[src/rtl/mem_arb_pkg.sv]
// Shared types for the data-memory port arbiter.
// Requester ids, FSM states, bus direction constants and a round-robin helper.
package mem_arb_pkg;

    typedef enum logic [1:0] {
        ARB_IDLE,
        ARB_ACCESS,
        ARB_WAIT,
        ARB_RESP
    } arb_state_t;

    typedef enum logic [1:0] {
        REQ_IF,
        REQ_LD,
        REQ_ST
    } req_id_t;

    localparam logic MEM_READ  = 1'b1;
    localparam logic MEM_WRITE = 1'b0;

    // Requester id k steps after base in the ring fetch->load->store->fetch.
    function automatic logic [1:0] rr_slot(input logic [1:0] base, input int k);
        int s;
        s = int'(base) + k;
        if (s > 2) s = s - 3;
        return 2'(s);
    endfunction

endpackage

[src/rtl/mem_arb_picker.sv]
// Combinational winner select for the memory port arbiter.
// Ports: req_i (bit = req_id_t), ptr_i (RR start) or starve_i (fixed mode), gnt_vld_o, gnt_id_o.
// Build option MEM_ARB_RR_EN selects round-robin; otherwise fixed priority with anti-starvation.
module mem_arb_picker
    import mem_arb_pkg::*;
#(
    parameter int STARVE_MAX = 4
) (
`ifdef MEM_ARB_RR_EN
    input  logic [1:0] ptr_i,
`else
    input  logic [3:0] starve_i,
`endif
    input  logic [2:0] req_i,
    output logic       gnt_vld_o,
    output logic [1:0] gnt_id_o
);

`ifdef MEM_ARB_RR_EN
    // Scan from the far end so the slot nearest the pointer wins.
    always_comb begin
        gnt_vld_o = |req_i;
        gnt_id_o  = REQ_IF;
        for (int k = 2; k >= 0; k--) begin
            if (req_i[rr_slot(ptr_i, k)]) gnt_id_o = rr_slot(ptr_i, k);
        end
    end
`else
    localparam logic [3:0] STARVE_LIM = 4'(STARVE_MAX);

    always_comb begin
        gnt_vld_o = |req_i;
        gnt_id_o  = REQ_IF;
        if (starve_i == STARVE_LIM && req_i[REQ_IF]) begin
            gnt_id_o = REQ_IF;
        end else if (req_i[REQ_ST]) begin
            gnt_id_o = REQ_ST;
        end else if (req_i[REQ_LD]) begin
            gnt_id_o = REQ_LD;
        end
    end
`endif

endmodule

[src/rtl/mem_port_arbiter.sv]
// Shares one data-memory port among fetch (read), load (read) and store (write).
// Each access runs IDLE->ACCESS->[WAIT x RD_LAT]->RESP; RESP pulses the winner's ack.
// Ports: i_clk, i_rst (async active-low); i_if_*/o_if_* fetch; i_ld_*/o_ld_* load;
//   i_st_*/o_st_ack store; o_mem_* / i_mem_read_data memory side; o_busy = not IDLE.
// Build option MEM_ARB_RR_EN: round-robin arbitration instead of fixed priority.
module mem_port_arbiter
    import mem_arb_pkg::*;
#(
    parameter int RD_LAT     = 1,
    parameter int STARVE_MAX = 4
) (
    input  logic        i_clk,
    input  logic        i_rst,
    input  logic        i_if_req,
    input  logic [31:0] i_if_addr,
    output logic        o_if_ack,
    output logic [31:0] o_if_rdata,
    input  logic        i_ld_req,
    input  logic [31:0] i_ld_addr,
    input  logic [3:0]  i_ld_byte_en,
    output logic        o_ld_ack,
    output logic [31:0] o_ld_rdata,
    input  logic        i_st_req,
    input  logic [31:0] i_st_addr,
    input  logic [31:0] i_st_wdata,
    input  logic [3:0]  i_st_byte_en,
    output logic        o_st_ack,
    output logic        o_mem_rw_mode,
    output logic [31:0] o_mem_addr,
    output logic [31:0] o_mem_write_data,
    output logic [3:0]  o_mem_byte_en,
    input  logic [31:0] i_mem_read_data,
    output logic        o_busy
);

    arb_state_t  state_q, state_d;
    req_id_t     id_q, id_d;
    logic        rw_q, rw_d;
    logic [31:0] addr_q, addr_d;
    logic [31:0] wdata_q, wdata_d;
    logic [3:0]  be_q, be_d;
    logic [2:0]  wcnt_q, wcnt_d;
    logic [31:0] if_rdata_q, if_rdata_d;
    logic [31:0] ld_rdata_q, ld_rdata_d;

    logic [2:0]  req_vec;
    logic        gnt_vld;
    logic [1:0]  gnt_id;
    logic        mem_act;

    assign req_vec = {i_st_req, i_ld_req, i_if_req};

`ifdef MEM_ARB_RR_EN
    logic [1:0] ptr_q, ptr_d;

    mem_arb_picker #(.STARVE_MAX(STARVE_MAX)) u_pick (
        .ptr_i     (ptr_q),
        .req_i     (req_vec),
        .gnt_vld_o (gnt_vld),
        .gnt_id_o  (gnt_id)
    );

    // Pointer names the first slot searched at the next grant.
    always_comb begin
        ptr_d = ptr_q;
        if (state_q == ARB_IDLE && gnt_vld) ptr_d = rr_slot(gnt_id, 1);
    end

    always_ff @(posedge i_clk or negedge i_rst) begin
        if (!i_rst) ptr_q <= REQ_IF;
        else        ptr_q <= ptr_d;
    end
`else
    localparam logic [3:0] STARVE_LIM = 4'(STARVE_MAX);

    logic [3:0] starve_q, starve_d;

    mem_arb_picker #(.STARVE_MAX(STARVE_MAX)) u_pick (
        .starve_i  (starve_q),
        .req_i     (req_vec),
        .gnt_vld_o (gnt_vld),
        .gnt_id_o  (gnt_id)
    );

    // Counts grants that bypassed a waiting fetch.
    always_comb begin
        starve_d = starve_q;
        if (state_q == ARB_IDLE) begin
            if (!i_if_req) begin
                starve_d = '0;
            end else if (gnt_id == REQ_IF) begin
                starve_d = '0;
            end else if (starve_q != STARVE_LIM) begin
                starve_d = starve_q + 4'd1;
            end
        end
    end

    always_ff @(posedge i_clk or negedge i_rst) begin
        if (!i_rst) starve_q <= '0;
        else        starve_q <= starve_d;
    end
`endif

    always_comb begin
        state_d    = state_q;
        id_d       = id_q;
        rw_d       = rw_q;
        addr_d     = addr_q;
        wdata_d    = wdata_q;
        be_d       = be_q;
        wcnt_d     = wcnt_q;
        if_rdata_d = if_rdata_q;
        ld_rdata_d = ld_rdata_q;
        unique case (state_q)
            ARB_IDLE: begin
                if (gnt_vld) begin
                    state_d = ARB_ACCESS;
                    id_d    = req_id_t'(gnt_id);
                    unique case (gnt_id)
                        REQ_ST: begin
                            rw_d    = MEM_WRITE;
                            addr_d  = i_st_addr;
                            wdata_d = i_st_wdata;
                            be_d    = i_st_byte_en;
                        end
                        REQ_LD: begin
                            rw_d    = MEM_READ;
                            addr_d  = i_ld_addr;
                            wdata_d = '0;
                            be_d    = i_ld_byte_en;
                        end
                        default: begin
                            rw_d    = MEM_READ;
                            addr_d  = i_if_addr;
                            wdata_d = '0;
                            be_d    = 4'b1111;
                        end
                    endcase
                end
            end
            ARB_ACCESS: begin
                if (rw_q == MEM_READ) begin
                    state_d = ARB_WAIT;
                    wcnt_d  = 3'(RD_LAT - 1);
                end else begin
                    state_d = ARB_RESP;
                end
            end
            ARB_WAIT: begin
                if (wcnt_q == '0) begin
                    state_d = ARB_RESP;
                    if (id_q == REQ_IF) if_rdata_d = i_mem_read_data;
                    if (id_q == REQ_LD) ld_rdata_d = i_mem_read_data;
                end else begin
                    wcnt_d = wcnt_q - 3'd1;
                end
            end
            ARB_RESP: state_d = ARB_IDLE;
            default:  state_d = ARB_IDLE;
        endcase
    end

    always_ff @(posedge i_clk or negedge i_rst) begin
        if (!i_rst) begin
            state_q    <= ARB_IDLE;
            id_q       <= REQ_IF;
            rw_q       <= MEM_READ;
            addr_q     <= '0;
            wdata_q    <= '0;
            be_q       <= '0;
            wcnt_q     <= '0;
            if_rdata_q <= '0;
            ld_rdata_q <= '0;
        end else begin
            state_q    <= state_d;
            id_q       <= id_d;
            rw_q       <= rw_d;
            addr_q     <= addr_d;
            wdata_q    <= wdata_d;
            be_q       <= be_d;
            wcnt_q     <= wcnt_d;
            if_rdata_q <= if_rdata_d;
            ld_rdata_q <= ld_rdata_d;
        end
    end

    // Bus shows the latched access only while it is in flight.
    assign mem_act          = (state_q == ARB_ACCESS) || (state_q == ARB_WAIT);
    assign o_mem_rw_mode    = mem_act ? rw_q    : MEM_READ;
    assign o_mem_addr       = mem_act ? addr_q  : '0;
    assign o_mem_write_data = mem_act ? wdata_q : '0;
    assign o_mem_byte_en    = mem_act ? be_q    : '0;

    assign o_if_ack   = (state_q == ARB_RESP) && (id_q == REQ_IF);
    assign o_ld_ack   = (state_q == ARB_RESP) && (id_q == REQ_LD);
    assign o_st_ack   = (state_q == ARB_RESP) && (id_q == REQ_ST);
    assign o_if_rdata = if_rdata_q;
    assign o_ld_rdata = ld_rdata_q;
    assign o_busy     = (state_q != ARB_IDLE);

endmodule
[config.mk]
export PLATFORM = sky130hd
export DESIGN_NAME = mem_port_arbiter
export DESIGN_NICKNAME = d
export VERILOG_FILES = /design/src/rtl/mem_arb_pkg.sv /design/src/rtl/mem_arb_picker.sv /design/src/rtl/mem_port_arbiter.sv
export SDC_FILE = /design/constraint.sdc
export NUM_CORES = 1
export LEC_CHECK = 0
export ABC_AREA = 0
export CORE_AREA = 2 2 126 128
export CTS_CLUSTER_SIZE = 40
export DETAILED_ROUTE_END_ITERATION = 8
export DIE_AREA = 0 0 128 130
export PLACE_DENSITY = 0.85
export SYNTH_ARGS = -nofsm -noshare
export SYNTH_HDL_FRONTEND = slang
export SYNTH_SLANG_ARGS = --single-unit
[constraint.sdc]
create_clock -name i_clk -period 6.95 [get_ports i_clk]
set_input_delay 1.0425 -clock i_clk [delete_from_list [all_inputs] [get_ports i_clk]]
set_output_delay 1.0425 -clock i_clk [all_outputs]
set_load 0.02 [all_outputs]
After elaboration in Yosys (flattened, before gate mapping)
Index checks and enable logic that the tools add are counted.
Storage, ports and cells
  output and inout port bits: 137
  word-level logic and storage cells: 65
  memory bits (writable): 0
  input port bits: 173
  memory bits (read-only): 0
  flip-flop bits (word level): 144
  latch bits: 0
  memories kept: 0
Cells by class
  $add $sub $neg: 2
  bitwise operators: 0
  div/mod/pow operators: 0
  equality and inequality tests: 14
  muxes and demuxes: 21
  $mul: 0
  reductions and logical operators: 18
  shifts and indexed selects: 0
  order comparisons: 0
Operators with widths (number)
  32-bit two-way mux: 3
  32-bit one-hot mux with 2 select lines: 1
  4-bit two-way mux: 4
  3-bit AND reduction: 3
  2-bit equality test (second input constant): 4
  2-bit two-way mux: 4
  2-bit inequality test (second input constant): 4
  2-bit one-hot mux with 4 select lines: 1
  4-bit one-hot mux with 2 select lines: 1
  2-bit by 1-bit equality test with 1-bit output (second input constant): 3
  2-bit zero test: 3
  3-bit two-way mux: 2
  3-bit one-hot mux with 2 select lines: 1
  2-bit AND reduction: 3
  4-bit by 1-bit adder with 4-bit output (second input constant): 1
  4-bit by 3-bit equality test with 1-bit output (second input constant): 1
  1-bit logical AND: 4
  1-bit two-way mux: 4
  4-bit by 3-bit inequality test with 1-bit output (second input constant): 1
  2-bit nonzero test: 2
  3-bit zero test: 1
  3-bit by 1-bit inequality test with 1-bit output (second input constant): 1
  3-bit OR reduction: 1
  3-bit by 1-bit subtractor with 3-bit output (second input constant): 1
  1-bit logical OR: 1

Longest topological paths before layout
  depth after elaboration: 6
  mapped depth: 12
  mapped depth without buffers: 10

Hierarchy
A second synthesis with hierarchy kept.
Unflattened totals
  cell total of the unflattened synthesis: 648
  area total of the unflattened synthesis: 6950.4 um^2
By module, submodules not included
  mem_port_arbiter: seq. area each 3604.7 um^2, area an instance 6910.4 um^2, instances 1, cells an instance 643
  mem_arb_picker: seq. area each 0.0 um^2, area an instance 40.0 um^2, instances 1, cells an instance 5

Worst setup path before layout
OpenSTA, ideal clock, no wires.
  path type: input to register
  start point: input i_if_req
  end point: register addr_q[11]
  setup time: 0.083 ns
  required time: 6.867 ns
  path buffers: 3
  stages on the path: 9
  arrival: 2.570 ns
  path slack: 4.298 ns
  cells stage by stage: nand4b_1 -> nand3b_1 -> inv_1 -> ha_1 -> clkbuf_1 -> buf_2 -> clkbuf_1 -> a21oi_1 -> o21ai_0
On the way
  cells in the longest elaborated chain, start to end: 4
  elaborated cells between the ends (all ways): 7
  those cells by class: eq/ne (2); mux (2); reduce/logical (3)
Ends and longest elaborated chain
  start, declared: line mem_port_arbiter.sv:14  | input logic i_if_req,
  1-bit logical AND *: line mem_arb_picker.sv:34  | if (starve_i == STARVE_LIM && req_i[REQ_IF]) begin
  2-bit two-way mux *: line mem_arb_picker.sv:34
  via gnt_id[0]: line mem_port_arbiter.sv:48  | logic [1:0] gnt_id;
  2-bit by 1-bit equality test with 1-bit output / 2-bit equality test (equally long branches): line mem_port_arbiter.sv:120  | unique case (gnt_id)
  32-bit one-hot mux with 2 select lines *: line mem_port_arbiter.sv:120
  end signal, assigned: line mem_port_arbiter.sv:179  | addr_q <= addr_d;
  end, declared: line mem_port_arbiter.sv:39  | logic [31:0] addr_q, addr_d;
Mark *: on every way through the listed nets, which the timed path passes. The rest lies on a longest branch.
A chain may end at the register's enable or synchronous reset.

Worst setup path after layout
  start point: register state_q[0]
  end point: output o_mem_addr[20]
On the way
  cells in the longest elaborated chain, start to end: 3
  elaborated cells between the ends (all ways): 4
  those cells by class: eq/ne (2); mux (1); reduce/logical (1)
Ends and longest elaborated chain
  start, declared: line mem_port_arbiter.sv:36  | arb_state_t state_q, state_d;
  start signal, assigned: line mem_port_arbiter.sv:176  | state_q <= state_d;
  2-bit by 1-bit equality test with 1-bit output / 2-bit equality test (equally long branches): line mem_port_arbiter.sv:189  | assign mem_act = (state_q == ARB_ACCESS) || (state_q == ARB_WAIT);
  1-bit logical OR *: line mem_port_arbiter.sv:189
  32-bit two-way mux *: line mem_port_arbiter.sv:191  | assign o_mem_addr = mem_act ? addr_q : '0;
  end, declared: line mem_port_arbiter.sv:29  | output logic [31:0] o_mem_addr,
Every way passes the cells marked *; elsewhere a longest branch is shown, timed or not.

==> out/metrics.cfg <==
[outcome]
status=finished clean

[clock_network]
clk_path_buf_depth=2
cts-htree-levels=4
cts_setup_buffers=0
root_buffer=clkbuf_16
numCtsBuffers=17
clk_latency_ps=420
cts_hold_buf=0
cts_resized=0
cts_sinks=144
cts_tree=yes
clk_pin_slew_ps=60

[setup_path]
timing.rr.end=addr_q[31]
rrSetupSlack_ps=4130
end_kind=primary output
path_cells=inv_1 -> ha_2 -> and2_1 -> clkdlybuf4s50_1
cpMaxStageDelayCell=ha_2
worstRegToRegCells=10
critPathRequiredTime_ps=5910
crit_type=flip-flop to primary output
slowest_delay_ps=1020
rr_startpoint=starve_q[0]
crit_fanout=70
arrival_ps=2880
start_kind=flip-flop

[sta]
fin_ws_ps=3030
fmax_ghz=0.255
drv_slew=0
setup_tns_ps=0
period_minus_slack_ps=3920
setup_violations=0
rsz0062_at_grt=no
slew_headroom=0.306
skew_ps=9.71
hold_viol=0
fin_crit_sh=0.564
tightest_slew_ps=1040

[hold_path]
worstHoldEndpoint=wdata_q[20]
hold_class=flip-flop to flip-flop
holdPathStages=2
holdCritStartpoint=wdata_q[20]

[finish]
final_util=0.685
area_growth_pct=55.3
nets=1141
fillCellCount=1182
stdcell_area_um2=10600
drive_above_1_share=0.114
layout_common_cells=308 x clkdlybuf4s50_1, 143 x dfrtp_1, 113 x nand2_1, 78 x o21ai_0, 69 x and2_1
final_common_cell=clkdlybuf4s50_1
final_cells=1162

[pwr]
ir_drop_v=0.000219
p_leak_uw=0.00444
power_density_nw_per_um2=459

[drt]
drc=0
wirelength_mm=19.4
wl_met1_mm=7.37
wl_met2_mm=10.0
viasPerCell=5.09
post_drt_wl_per_cell_um=16.7
routed-wl-met3_mm=1.57
dr.first_iter.drc_count=325
route.vias.total=5913
drt-pass1-iter-count=5
top_layer_used=met4
drtAntennaViolNets=0

[yosys]
netlist_area_um2=6800
postSynthCellCount=673
synth_ff_type=dfrtp_1
syn-num-nets=857
yosys_warnings=0
synth_edf_count=0
synth_seq_cells=144
seq_area_frac_synth=0.530
ys_async_sr_fraction=1.00
syn_area_per_cell_um2=10.1
synth.distinct_cells=37

[grt]
grt_overflow_total=0
antenna_found_initial=1
grt_use_total=0.237
grt_pass1_vias=5801
grt_pass1_wl_mm=30.3
grt_max_degree=87

[place]
place_inst=1130
routabilityCongestion=0.832
portBuffers=309
post_dp_cell_area_um2=9940
dp_hpwl_mm=14.2
dp_slack_ps=3160

[die]
io_pins=310
die_h_um=130
rows=46
dieArea_um2=16600
initial_core_util=0.441
die_w_um=128
core_um2=15400

[flow_run]
cap_violations=0

==> worst max path at each step <==
stage | startpoint | endpoint
global route | state_q[0] | o_mem_byte_en[0]
finish | state_q[0] | o_mem_addr[20]
global placement | i_if_req | addr_q[5]
detailed placement | i_if_req | addr_q[31]
floorplan | i_if_req | addr_q[11]
CTS | state_q[0] | o_mem_byte_en[0]
==> critical path: cells and delay by family, from the launching register on <==
family,cells,cell delay (ps)
adder cells (fa/ha/maj),1,1020
AND/OR/NAND/NOR,1,230
flip-flops,1,430
buffers and inverters,2,750
==> layout make-up <==
class,instances,area [um^2],share of cell area
clock buffer,18,439,0.0416
clock inverter,13,174,0.0165
sequential,144,3600,0.341
antenna,1,2.50,0.000237
inverter,11,41.3,0.00391
multi-input combinational,468,2920,0.276
tap,192,240,0.0227
timing repair buffer,315,3140,0.297
==> sequential cells by signal (all words and copies together) (netlist names) <==
name        count
addr_q         32
o_if_rdata     32
o_ld_rdata     32
wdata_q        32
be_q            4
starve_q        4
wcnt_q          3
id_q            2
state_q         2
rw_q            1
==> kinds of logic after synthesis <==
| group | after synthesis | synth area share |
|---|---|---|
| adders and majority gates | 11 | 0.0202 |
| and+or+nand+nor | 235 | 0.164 |
| AOI/OAI and AO/OA | 157 | 0.133 |
| buffers and inverters | 61 | 0.0425 |
| DFF | 144 | 0.530 |
| muxes | 65 | 0.109 |
==> where the power goes <==
| part | switching, uW | internal (uW) |
|---|---|---|
| Combinational | 1280 | 1180 |
| Clock | 368 | 580 |
| Sequential | 208 | 1240 |
| Total | 1850 | 2990 |
==> per-stage QoR <==
| stage | hold WS (ps) | total power (uW) |
|---|---|---|
| CTS | 475 | 4900 |
| global placement | 453 | 3860 |
| floorplan | 442 | 2790 |
| detailed placement | 462 | 3940 |
| finish | 472 | 4840 |
| global route | 499 | 5150 |
==> cells in the mapped netlist (2+ instances only) <==
cell type	number	share of area
o21ai_0	78	0.057
and2_1	69	0.064
mux2_4	3	0.0066
ha_1	11	0.020
mux2_2	62	0.10
dfrtp_1	143	0.53
a221oi_1	4	0.0052
nor3b_1	2	0.0022
a21oi_1	34	0.025
buf_6	4	0.0066
nand3_1	3	0.0022
a22oi_1	33	0.036
nand2b_1	4	0.0037
clkbuf_1	27	0.015
buf_4	3	0.0033
buf_2	15	0.011
inv_1	11	0.0061
nand2_1	113	0.062
nor2_1	36	0.020
==> layer usage <==
layer  vias up  GRT usage
li1       2859          -
met1      2770      0.269
met2       257      0.426
met3        27     0.0722
met4         0     0.0802
met5         -          0
Note: power is estimated with default switching activity, not from simulation.
